File: config.mk
export PLATFORM = sky130hd
export DESIGN_NAME = fetch_redirect_stage
export DESIGN_NICKNAME = d
export VERILOG_FILES = /design/src/rtl/fetch_redirect_stage.sv
export SDC_FILE = /design/constraint.sdc
export NUM_CORES = 1
export LEC_CHECK = 0
export ABC_CLOCK_PERIOD_IN_PS = 7600
export CAP_MARGIN = 20
export CORE_MARGIN = 2
export CORE_UTILIZATION = 40
export CTS_CLUSTER_DIAMETER = 40
export CTS_CLUSTER_SIZE = 10
export DETAILED_ROUTE_END_ITERATION = 10
export PLACE_DENSITY = 0.7
export SLEW_MARGIN = 20
export SYNTH_ARGS = -nofsm -noshare
export SYNTH_HDL_FRONTEND = slang
export SYNTH_SLANG_ARGS = --single-unit
File: constraint.sdc
create_clock -name clk -period 7.6 [get_ports clk]
set_input_delay 1.52 -clock clk [delete_from_list [all_inputs] [get_ports clk]]
set_output_delay 1.52 -clock clk [all_outputs]
set_load 0.01 [all_outputs]
File: src/rtl/fetch_redirect_stage.sv
// Fetch-side sink for pipeline redirect/stall controls: owns the PC, the IF/ID
// register, the ID/EX clear strobe and saturating redirect/stall counters.
module fetch_redirect_stage #(
  parameter logic [31:0] RESET_PC = 32'h0000_0000,
  parameter logic [31:0] NOP_INST = 32'h0000_0013,
  parameter int unsigned CNT_W    = 32
) (
  input  logic             clk,
  input  logic             rst,
  input  logic             IFflush,
  input  logic             IDflush,
  input  logic [31:0]      redirect_pc,
  input  logic             stall,
  input  logic [31:0]      imem_inst,
  output logic [31:0]      pc_out,
  output logic [31:0]      if_id_pc,
  output logic [31:0]      if_id_inst,
  output logic             if_id_valid,
  output logic             id_ex_clr,
  output logic [CNT_W-1:0] redirect_cnt,
  output logic [CNT_W-1:0] stall_cnt
);

  localparam int unsigned XLEN    = 32;
  localparam logic [XLEN-1:0] PC_STEP = XLEN'(4);
  localparam logic [CNT_W-1:0] CNT_MAX = {CNT_W{1'b1}};

  logic [XLEN-1:0]  r_pc;
  logic [XLEN-1:0]  r_if_id_pc;
  logic [XLEN-1:0]  r_if_id_inst;
  logic             r_if_id_valid;
  logic [CNT_W-1:0] r_redirect_cnt;
  logic [CNT_W-1:0] r_stall_cnt;
  logic             w_stall_applied;

  // A stall only takes effect when no older redirect is squashing the pipe.
  assign w_stall_applied = stall & ~IFflush;

  // PC and IF/ID update, priority redirect > stall > advance.
  always_ff @(posedge clk or posedge rst) begin
    if (rst) begin
      r_pc          <= RESET_PC;
      r_if_id_pc    <= '0;
      r_if_id_inst  <= NOP_INST;
      r_if_id_valid <= 1'b0;
    end else if (IFflush) begin
      r_pc          <= redirect_pc;
      r_if_id_pc    <= redirect_pc;
      r_if_id_inst  <= NOP_INST;
      r_if_id_valid <= 1'b0;
    end else if (!stall) begin
      r_pc          <= r_pc + PC_STEP;
      r_if_id_pc    <= r_pc;
      r_if_id_inst  <= imem_inst;
      r_if_id_valid <= 1'b1;
    end
  end

  // Saturating performance counters.
  always_ff @(posedge clk or posedge rst) begin
    if (rst) begin
      r_redirect_cnt <= '0;
      r_stall_cnt    <= '0;
    end else begin
      if (IFflush && (r_redirect_cnt != CNT_MAX)) begin
        r_redirect_cnt <= r_redirect_cnt + CNT_W'(1);
      end
      if (w_stall_applied && (r_stall_cnt != CNT_MAX)) begin
        r_stall_cnt <= r_stall_cnt + CNT_W'(1);
      end
    end
  end

  assign id_ex_clr    = IDflush | w_stall_applied;
  assign pc_out       = r_pc;
  assign if_id_pc     = r_if_id_pc;
  assign if_id_inst   = r_if_id_inst;
  assign if_id_valid  = r_if_id_valid;
  assign redirect_cnt = r_redirect_cnt;
  assign stall_cnt    = r_stall_cnt;

endmodule
---- After elaboration in Yosys (flattened, before gate mapping) ----
Index checks and enable logic that the tools add are counted.
storage, ports and cells
  word-level logic and storage cells ...... 25
  input bits .............................. 69
  bits in registers ....................... 161
operators by class
  bitwise gates (word level) .............. 3
  add/subtract/negate cells ............... 3
  equality and inequality tests ........... 3
  multiplexer cells ....................... 8
  reductions and logical operators ........ 2
operators with widths
  cell                                                              number
  32-bit 2-to-1 mux                                                 6
  32-bit by 1-bit adder with 32-bit output (second input constant)  2
  32-bit != test (second input constant)                            2
  32-bit by 3-bit adder with 32-bit output (second input constant)  1
  1-bit logical AND                                                 2
  1-bit 2-to-1 mux                                                  2
  2-bit != test (second input constant)                             1
  1-bit AND                                                         1
  1-bit NOT                                                         1
  1-bit OR                                                          1

---- Logic depth before layout (Yosys ltp) ----
Gate-level depths: netlist (run 1).
  depth in word-level cells ............... 3
  depth in mapped cells ................... 7
  gate-level depth less buffers ........... 6

---- Least setup slack after synthesis (run 1) ----
No wires, ideal clock.
  path kind ............................... input-to-output
  start point ............................. input port stall
  end point ............................... output port id_ex_clr
  data arrival time ....................... 1.918 ns
  slack ................................... 4.162 ns
  cell stages on the path ................. 3
  cell sequence ........................... buf_2 -> nand2b_1 -> nand2b_1
between the ends
  word-level cells in the longest chain between the ends .. 2
RTL lines
  what                RTL line  source
  start: declaration  13        input logic stall,
  1-bit AND           37        assign w_stall_applied = stall & ~IFflush;
  1-bit OR            74        assign id_ex_clr = IDflush | w_stall_applied;
  end: declaration    19        output logic id_ex_clr,
No other way between the ends.

---- Worst setup path in the final report (run 1) ----
  start point ............................. input port IDflush
  end point ............................... output port id_ex_clr
between the ends
  word-level cells in the longest chain between the ends .. 1
RTL lines
  what                RTL line  source
  start: declaration  11        input logic IDflush,
  1-bit OR            74
No other way between the ends.

==> results.py, run 1 <==
metrics = {
    "run_status": {
        "status": "finished clean",
    },
    "routing": {
        "routed.top_layer": "met4",
        "drcViolationCount": 0,
        "route.met3.wl_um": 1140,
        "drt-initial-drc-count": 339,
        "ant_nets": 0,
        "wl_per_cell_um": 16.7,
        "via_count": 6226,
        "dr.pass1.iters": 7,
        "drt-met1-wl_um": 9170,
        "routed_wl_um": 19800,
        "via_per_inst": 5.24,
        "met2_length_um": 9180,
    },
    "logic_synthesis": {
        "ys_seq_area_frac": 0.535,
        "yosys.area.top_type": "dfrtp_1",
        "syn_area_um2": 7540,
        "synth-main-ff-cell": "dfrtp_1",
        "ys_top_cells_by_area": "dfrtp_1 (52%), mux2i_1 (8.2%), nor2_1 (4.2%)",
        "synth_edf_count": 0,
        "yosysMostFrequentCell": "dfrtp_1",
        "synth_common_cells": "dfrtp_1 (158), nor2_1 (85), mux2i_1 (62), nand2_1 (47), nand3_1 (40)",
        "synthArstFlopShare": 1.00,
        "synth_top_area_frac": 0.524,
        "synth_cell_types": 50,
        "ys_seq_elements": 161,
        "synth_warnings": 0,
        "avgSynthCellArea_um2": 10.5,
        "netlist_instances": 717,
        "syn-num-nets": 789,
    },
    "placement": {
        "dp.cells": 1156,
        "place_area_um2": 10000,
        "dpl.hpwl_um": 13600,
        "portBuffers": 230,
        "gp_congestion": 0.830,
        "dpl_worst_slack_ns": 3.50,
    },
    "job": {
        "drv_cap": 0,
    },
    "cts": {
        "clkTransAtPathRegs_ns": 0.06,
        "clk_latency_ns": 0.42,
        "clock_sinks": 161,
        "clockBufferDepth": 2,
        "cts_tree": "built",
        "cts_resized": 0,
        "postCtsHoldBufs": 0,
        "cts_max_level": 4,
        "clockRootBuffer": "clkbuf_16",
        "post_cts_buffers": 0,
        "cts_inserted_buffers": 17,
    },
    "worst_setup_path": {
        "startpoint_type": "input pin",
        "startpoint": "IDflush",
        "crit_path_frequent_cell": "clkdlybuf4s50_1",
        "cp_slowest_cell": "clkdlybuf4s50_1",
        "cp_max_fo": 1,
        "worstSetupPathType": "input pin to output pin",
        "path_delay_family": "buffers and inverters",
        "cp-end-kind": "output pin",
        "cp.required_ns": 6.08,
        "arrival_ns": 2.59,
        "slowest_delay_ns": 0.53,
        "timing.rr.start": "pc_out[5]",
        "cp_cell_sequence": "clkdlybuf4s50_1 -> nand2b_1 -> clkdlybuf4s50_1",
        "critPathBufInv": 2,
    },
    "pwr": {
        "clockPowerShare": 0.384,
        "power.share.switching": 0.269,
        "internal_power_uw": 1740,
        "power.net_switching_uw": 641,
        "leakage_uw": 0.00455,
        "power_frac_seq": 0.434,
        "ir_worst_vdd_mv": 0.159,
        "combPwrFrac": 0.181,
        "p_per_area_nw_per_um2": 223,
    },
    "timing": {
        "setup_tns_ns": 0,
        "slew_headroom": 0.359,
        "rsz0062_at_grt": "no",
        "clock.fmax_mhz": 243,
        "worst_slew_pin_slew_ns": 0.962,
        "fin_crit_sh": 0.540,
        "setup-violations-final": 0,
        "whs_ns": 0.491,
        "maxSlewViolCount": 0,
        "worst_slack_ns": 3.49,
        "fin_crit_ns": 4.11,
        "final.setup_skew_ns": 0.00848,
        "finalHoldViolCount": 0,
    },
    "floorplanning": {
        "start_util": 0.406,
        "die_w_um": 141,
        "core.rowCount": 50,
        "die_y_um": 141,
        "dieArea_um2": 20000,
        "ios": 231,
        "core_um2": 18600,
    },
    "hold_path": {
        "hp-start": "if_id_valid",
        "hold_class": "register to register",
    },
    "global_route": {
        "grt_pass1_wl_um": 32000,
        "track_usage": 0.200,
        "grt_pass1_vias": 6023,
        "grt_max_degree": 89,
        "overflow": 0,
        "antenna_found_initial": 1,
    },
    "finish": {
        "nets": 1013,
        "stdcell_count": 1188,
        "area_delta_synth_final_pct": 41.7,
        "fillers": 1642,
        "drive_above_1_share": 0.0639,
        "antenna_cells": 0,
        "fin_area_um2": 10700,
    },
}
[flip-flops by register name, summed over array words and instances, names as in the netlist]
name / flops
if_id_inst: 32
if_id_pc: 32
pc_out: 32
redirect_cnt: 32
stall_cnt: 32
if_id_valid: 1
[power groups by stage]
stage / logic (µW) / registers, µW / clock network (µW)
final: 432 / 1030 / 915
after global placement: 431 / 1050 / 0
after CTS: 438 / 1040 / 936
after floorplan: 165 / 1070 / 0
after detailed placement: 436 / 1050 / 0
after global routing: 472 / 1050 / 974
[cell usage in the layout (no fill, tap or decap), drive strengths merged, types with 26 or more instances in the layout]
cell / synthesis / routed
clkdlybuf4s50: 0 / 228
dfrtp: 158 / 158
nor2: 85 / 85
mux2i: 62 / 62
nand2: 47 / 47
nand3: 41 / 41
a21oi: 31 / 31
xor2: 29 / 29
nor3: 27 / 27
xnor2: 26 / 26
[routing by layer]
| metal | vias to the layer above | track usage |
|---|---|---|
| met5 | - | 0 |
| met4 | 0 | 0.0558 |
| met3 | 20 | 0.0499 |
| met2 | 160 | 0.313 |
| met1 | 3018 | 0.277 |
| li1 | 3028 | - |
[through the flow]
| stage | util | total power [µW] |
|---|---|---|
| finish | 0.575 | 2380 |
| global route | 0.575 | 2500 |
| CTS | 0.574 | 2410 |
| detailed placement | 0.541 | 1490 |
| global placement | 0.541 | 1480 |
| floorplan | - | 1230 |
[final timing paths]
kind / endpoint / slack, ns / depth (start not counted)
min in group asynchronous: if_id_inst[23] / 1.62 / 2
setup reg to reg: pc_out[30] / 5.13 / 5
setup / recovery: id_ex_clr / 3.49 / 3
hold reg to reg: if_id_valid / 0.49 / 1
hold / removal: if_id_valid / 0.49 / 1
max in group asynchronous: redirect_cnt[4] / 4.47 / 3
[layout make-up]
class / instances / area, µm² / share of cell area
clock buffers: 20 / 447 / 0.0418
clock inverters: 12 / 179 / 0.0167
inverters: 14 / 57.6 / 0.00539
multi-input cells: 514 / 3360 / 0.314
flip-flops and latches: 161 / 4030 / 0.377
well taps: 234 / 293 / 0.0274
repair buffers: 233 / 2320 / 0.217
[cells by family after synthesis]
group           count (synthesis)  share of synthesized area
flops                         161                      0.535
xor+xnor                       55                     0.0639
buf+inv                        42                     0.0216
simple gates                  294                      0.201
compound gates                 91                     0.0783
fa+ha+maj                       3                    0.00498
mux                            71                     0.0957
No activity file was read; power rests on OpenSTA's default activity.
==> run 2, diff against run 1 <==
--- a/config.mk
+++ b/config.mk
@@ -5,7 +5,7 @@
 export SDC_FILE = /design/constraint.sdc
 export NUM_CORES = 1
 export LEC_CHECK = 0
-export ABC_CLOCK_PERIOD_IN_PS = 7600
+export ABC_CLOCK_PERIOD_IN_PS = 4100
 export CAP_MARGIN = 20
 export CORE_MARGIN = 2
 export CORE_UTILIZATION = 40
==> constraint.sdc (replaced) <==
create_clock -name clk -period 4.1 [get_ports clk]
set_input_delay 0.82 -clock clk [delete_from_list [all_inputs] [get_ports clk]]
set_output_delay 0.82 -clock clk [all_outputs]
set_load 0.01 [all_outputs]
==> run 2 against run 1 <==
  * Hold slack worse by 0.0091 ns
  * Global-route usage rose by 0.13 points
  * Clock power grew 79%
  * Sequential cell count unchanged
  * Register-to-register slack lost 3.6 ns
  * Design area increased by 0.29%
  * Highest routed layer unchanged
  * First-iteration DRC count is 3.8% higher
  * Routed wire length is 0.70% higher
==> results.py, run 2 (synthesis gave the netlist of run 1 again) <==
metrics = {
    "finish": {
        "fillers": 1654,
        "seqCellArea_um2": 4030,
        "mostFrequentLayoutCell": "clkdlybuf4s50_1",
        "drive_above_1_share": 0.0709,
        "antenna_cells": 0,
        "layout_common_cells": "clkdlybuf4s50_1 (228), dfrtp_1 (158), nor2_1 (85)",
        "multi_input_area_um2": 3350,
        "nets": 1018,
        "area_delta_synth_final_pct": 42.1,
    },
    "worst_setup_path": {
        "timing.rr.start": "redirect_cnt[3]",
        "cp_max_fo": 1,
        "cp.required_ns": 3.28,
        "cp-end-kind": "output pin",
        "startpoint": "IDflush",
        "arrival_ns": 1.88,
        "crit_path_frequent_cell": "clkdlybuf4s50_1",
        "critPathBufInv": 2,
        "r2r_slack_ns": 1.49,
        "cp_num_cells": 3,
        "cp-endpoint": "id_ex_clr",
        "slowest_delay_ns": 0.54,
        "startpoint_type": "input pin",
        "cp_cell_sequence": "clkdlybuf4s50_1 -> nand2b_1 -> clkdlybuf4s50_1",
        "path_delay_family": "buffers and inverters",
        "rr_endpoint": "redirect_cnt[1]",
        "cp_slowest_cell": "clkdlybuf4s50_1",
        "r2r_cells": 4,
        "worstSetupPathType": "input pin to output pin",
    },
    "global_route": {
        "grt_max_degree": 69,
        "grt_pass1_vias": 6128,
        "antenna_found_initial": 1,
        "track_usage": 0.201,
        "grt_pass1_wl_um": 32200,
        "overflow": 0,
    },
    "timing": {
        "final.setup_skew_ns": 0.0107,
        "whs_ns": 0.482,
        "rsz0062_at_grt": "no",
        "setup-violations-final": 0,
        "maxSlewViolCount": 0,
        "setup_tns_ns": 0,
        "clock.fmax_mhz": 370,
        "fin_crit_sh": 0.659,
        "finalHoldViolCount": 0,
        "fin_crit_ns": 2.70,
        "slew_headroom": 0.241,
        "worst_slew_pin_slew_ns": 1.14,
    },
    "routing": {
        "via_per_inst": 5.34,
        "ant_nets": 0,
        "drcViolationCount": 0,
        "wl_per_cell_um": 16.7,
        "dr.pass1.iters": 7,
        "via_count": 6368,
        "drt-initial-drc-count": 352,
        "routed_wl_um": 19900,
    },
    "floorplanning": {
        "die_y_um": 141,
        "start_util": 0.406,
        "die_w_um": 141,
        "ios": 231,
        "core_um2": 18600,
        "core.rowCount": 50,
        "dieArea_um2": 20000,
    },
    "cts": {
        "post_cts_buffers": 0,
        "cts_max_level": 4,
        "cts_inserted_buffers": 17,
        "postCtsHoldBufs": 0,
        "clockRootBuffer": "clkbuf_16",
        "clock_sinks": 161,
        "clkTransAtPathRegs_ns": 0.06,
        "cts_tree": "built",
        "cts_resized": 0,
        "clockBufferDepth": 2,
        "clk_latency_ns": 0.42,
    },
    "pwr": {
        "p_per_area_nw_per_um2": 408,
        "ir_worst_vdd_mv": 0.281,
        "leakage_uw": 0.00457,
    },
    "run_status": {
        "status": "finished clean",
    },
    "job": {
        "drv_cap": 0,
    },
    "placement": {
        "portBuffers": 230,
        "gp_congestion": 0.792,
        "dpl.hpwl_um": 14000,
    },
    "hold_path": {
        "hold_class": "register to register",
    },
}
run 2: cell types whose count changed in the layout (fill, tap and decap cells not counted), moves of 2 or more:
cell,previous run,this run
buf_12,0,2
buf_4,3,7
clkinvlp_4,3,5
clkbuf_1,2,0
run 2: how the worst min path moves through the flow:
| stage | slack (ns) | startpoint | to | depth (start not counted) |
|---|---|---|---|---|
| 6_report | 0.48 | if_id_valid | if_id_valid | 1 |
| 5_1_grt | 0.49 | if_id_valid | if_id_valid | 1 |
| 4_1_cts | 0.49 | if_id_valid | if_id_valid | 1 |
| 3_5_place_dp | 0.47 | if_id_valid | if_id_valid | 1 |
| 3_3_place_gp | 0.46 | if_id_valid | if_id_valid | 1 |
| 2_1_floorplan | 0.52 | redirect_cnt[26] | redirect_cnt[26] | 1 |
run 2: layout make-up:
cell class,count,share of cell area
Sequential cell,161,0.376
Multi-Input combinational cell,514,0.312
Timing Repair Buffer,238,0.222
Clock buffer,17,0.0397
Tap cell,234,0.0273
Clock inverter,15,0.0170
Inverter,14,0.00525
run 2: through the flow:
stage / utilization / cell area [µm²] / cells / total power, µW / setup slack (ns)
finish: 0.577 / 10700 / 1193 / 4370 / 1.40
global route: 0.577 / 10700 / 1193 / 4580 / 1.33
CTS: 0.577 / 10700 / 1193 / 4420 / 1.39
detailed placement: 0.544 / 10100 / 1161 / 2770 / 1.09
global placement: 0.544 / 10100 / 1161 / 2750 / 1.09
floorplan: - / 7550 / 717 / 2280 / 1.24
run 2: report_power, final:
| part | leakage (µW) | internal (µW) | switching [µW] | total, µW |
|---|---|---|---|---|
| clock | 0.000287 | 965 | 673 | 1640 |
| sequential | 0.00201 | 1740 | 185 | 1920 |
| combinational | 0.00228 | 457 | 356 | 813 |
| total | 0.00457 | 3160 | 1210 | 4370 |
run 2: layer usage:
layer	vias to the layer above	part of all wire	global-route usage
met4	0	0.018	0.0647
met5	-	0	0
li1	3041	-	-
met2	190	0.47	0.318
met3	23	0.058	0.0418
met1	3114	0.45	0.279
==> run 3, diff against run 2 <==
--- a/config.mk
+++ b/config.mk
@@ -5,14 +5,14 @@
 export SDC_FILE = /design/constraint.sdc
 export NUM_CORES = 1
 export LEC_CHECK = 0
-export ABC_CLOCK_PERIOD_IN_PS = 4100
+export ABC_CLOCK_PERIOD_IN_PS = 2200
 export CAP_MARGIN = 20
 export CORE_MARGIN = 2
 export CORE_UTILIZATION = 40
 export CTS_CLUSTER_DIAMETER = 40
 export CTS_CLUSTER_SIZE = 10
 export DETAILED_ROUTE_END_ITERATION = 10
-export PLACE_DENSITY = 0.7
+export PLACE_DENSITY = 0.73
 export SLEW_MARGIN = 20
 export SYNTH_ARGS = -nofsm -noshare
 export SYNTH_HDL_FRONTEND = slang
==> constraint.sdc (replaced) <==
create_clock -name clk -period 2.2 [get_ports clk]
set_input_delay 0.44 -clock clk [delete_from_list [all_inputs] [get_ports clk]]
set_output_delay 0.44 -clock clk [all_outputs]
set_load 0.01 [all_outputs]
==> run 3 against run 2 <==
  * Cell count rose by 4.2%
  * Clock power up 91%
  * Routed wire length up 3.8%
==> results.py, run 3 (synthesis gave the netlist of run 1 again) <==
metrics = {
    "worst_setup_path": {
        "r2r_slack_ns": 0.13,
        "rr_endpoint": "stall_cnt[1]",
        "cp_num_cells": 5,
        "cp_max_fo": 7,
        "cp_slowest_cell": "clkdlybuf4s50_1",
        "slowest_delay_ns": 0.54,
        "startpoint": "IFflush",
        "critPathBufInv": 3,
        "worstSetupPathType": "input pin to output pin",
        "cp_cell_sequence": "buf_2 -> buf_4 -> nand2b_1 -> nand2b_1 -> clkdlybuf4s50_1",
        "timing.rr.start": "stall_cnt[0]",
        "arrival_ns": 1.68,
        "cp-endpoint": "id_ex_clr",
        "path_delay_family": "buffers and inverters",
        "r2r_cells": 6,
        "crit_path_frequent_cell": "nand2b_1",
        "cp-end-kind": "output pin",
        "startpoint_type": "input pin",
        "cp.required_ns": 1.76,
    },
    "timing": {
        "worst_slew_pin_slew_ns": 0.623,
        "slew_headroom": 0.585,
        "fin_crit_sh": 0.964,
        "setup_tns_ns": 0,
        "clock.fmax_mhz": 471,
        "fin_crit_ns": 2.12,
        "whs_ns": 0.292,
        "maxSlewViolCount": 0,
        "setup-violations-final": 0,
        "final.setup_skew_ns": 0.00668,
        "rsz0062_at_grt": "no",
        "finalHoldViolCount": 0,
    },
    "routing": {
        "via_per_inst": 5.27,
        "routed_wl_um": 20700,
        "wl_per_cell_um": 16.6,
        "drcViolationCount": 0,
        "via_count": 6556,
        "drt-initial-drc-count": 350,
        "ant_nets": 0,
        "dr.pass1.iters": 4,
    },
    "placement": {
        "place_area_um2": 10500,
        "dpl.hpwl_um": 14800,
        "gp_congestion": 0.817,
        "portBuffers": 230,
        "dp.cells": 1211,
    },
    "pwr": {
        "combPwrFrac": 0.208,
        "p_per_area_nw_per_um2": 750,
        "clockPowerShare": 0.374,
        "power.net_switching_uw": 2260,
        "power.share.switching": 0.270,
        "ir_worst_vdd_mv": 0.538,
        "internal_power_uw": 6100,
        "leakage_uw": 0.00484,
        "power_frac_seq": 0.418,
    },
    "finish": {
        "final_util": 0.600,
        "area_delta_synth_final_pct": 47.7,
        "mostFrequentLayoutCell": "clkdlybuf4s50_1",
        "nets": 1068,
        "fin_area_um2": 11100,
        "layout_common_cells": "clkdlybuf4s50_1 (228), dfrtp_1 (158), nor2_1 (85)",
        "seqCellArea_um2": 4030,
        "antenna_cells": 0,
        "stdcell_count": 1243,
        "drive_above_1_share": 0.117,
        "multi_input_area_um2": 3350,
        "fillers": 1586,
    },
    "global_route": {
        "antenna_found_initial": 0,
        "track_usage": 0.206,
        "grt_max_degree": 90,
        "grt_pass1_vias": 6291,
        "overflow": 0,
        "grt_pass1_wl_um": 33100,
    },
    "cts": {
        "clockRootBuffer": "clkbuf_16",
        "cts_resized": 0,
        "post_cts_buffers": 0,
        "clk_latency_ns": 0.42,
        "clock_sinks": 161,
        "postCtsHoldBufs": 0,
        "cts_max_level": 4,
        "cts_tree": "built",
        "cts_inserted_buffers": 17,
        "clockBufferDepth": 2,
        "clkTransAtPathRegs_ns": 0.06,
    },
    "floorplanning": {
        "die_y_um": 141,
        "start_util": 0.406,
        "dieArea_um2": 20000,
        "core.rowCount": 50,
        "ios": 231,
        "core_um2": 18600,
        "die_w_um": 141,
    },
    "run_status": {
        "status": "finished clean",
    },
    "hold_path": {
        "hold_class": "input pin to asynchronous set/reset pin",
    },
    "job": {
        "drv_cap": 0,
    },
}
run 3: worst min path at each step:
stage / end / slack (ns)
floorplan: redirect_cnt[26] / 0.52
global placement: if_id_valid / 0.46
detailed placement: if_id_valid / 0.48
CTS: if_id_pc[30] / 0.28
global route: if_id_pc[30] / 0.31
finish: if_id_pc[30] / 0.29
run 3: power by group through the flow:
stage	sequential, µW	clock, µW	combinational, µW
after floorplan	3680	0	569
after global placement	3540	0	1720
after detailed placement	3540	0	1750
after CTS	3500	3200	1750
after global routing	3540	3340	1880
final	3500	3130	1740
run 3: worst reg2reg max path: stages, from the launching register on:
cell     delay, ns
dfrtp_1       0.41
ha_1          0.22
and4_1        0.23
nand4_1       0.15
or4_1         0.47
and2_1        0.21
mux2_2        0.27
run 3: layout make-up:
class	instances	area share
clock buffers	21	0.0431
flip-flops and latches	161	0.362
repair buffers	288	0.249
inverters	14	0.00505
multi-input cells	514	0.300
well taps	234	0.0263
clock inverters	11	0.0138
run 3: metrics by stage:
step / setup slack, ns / power [µW]
3_5_place_dp: -0.00688 / 5290
2_1_floorplan: -0.280 / 4250
3_3_place_gp: 0.0459 / 5260
6_report: 0.0788 / 8360
4_1_cts: 0.0546 / 8450
5_1_grt: 0.0111 / 8750
run 3: per-layer routing:
metal / up-vias / share of wire / routed length, µm / global-route usage
met3: 28 / 0.070 / 1440 / 0.0499
met5: - / 0 / 0 / 0
met2: 198 / 0.47 / 9710 / 0.329
met1: 3195 / 0.44 / 9150 / 0.280
li1: 3135 / - / - / -
met4: 0 / 0.018 / 379 / 0.0658
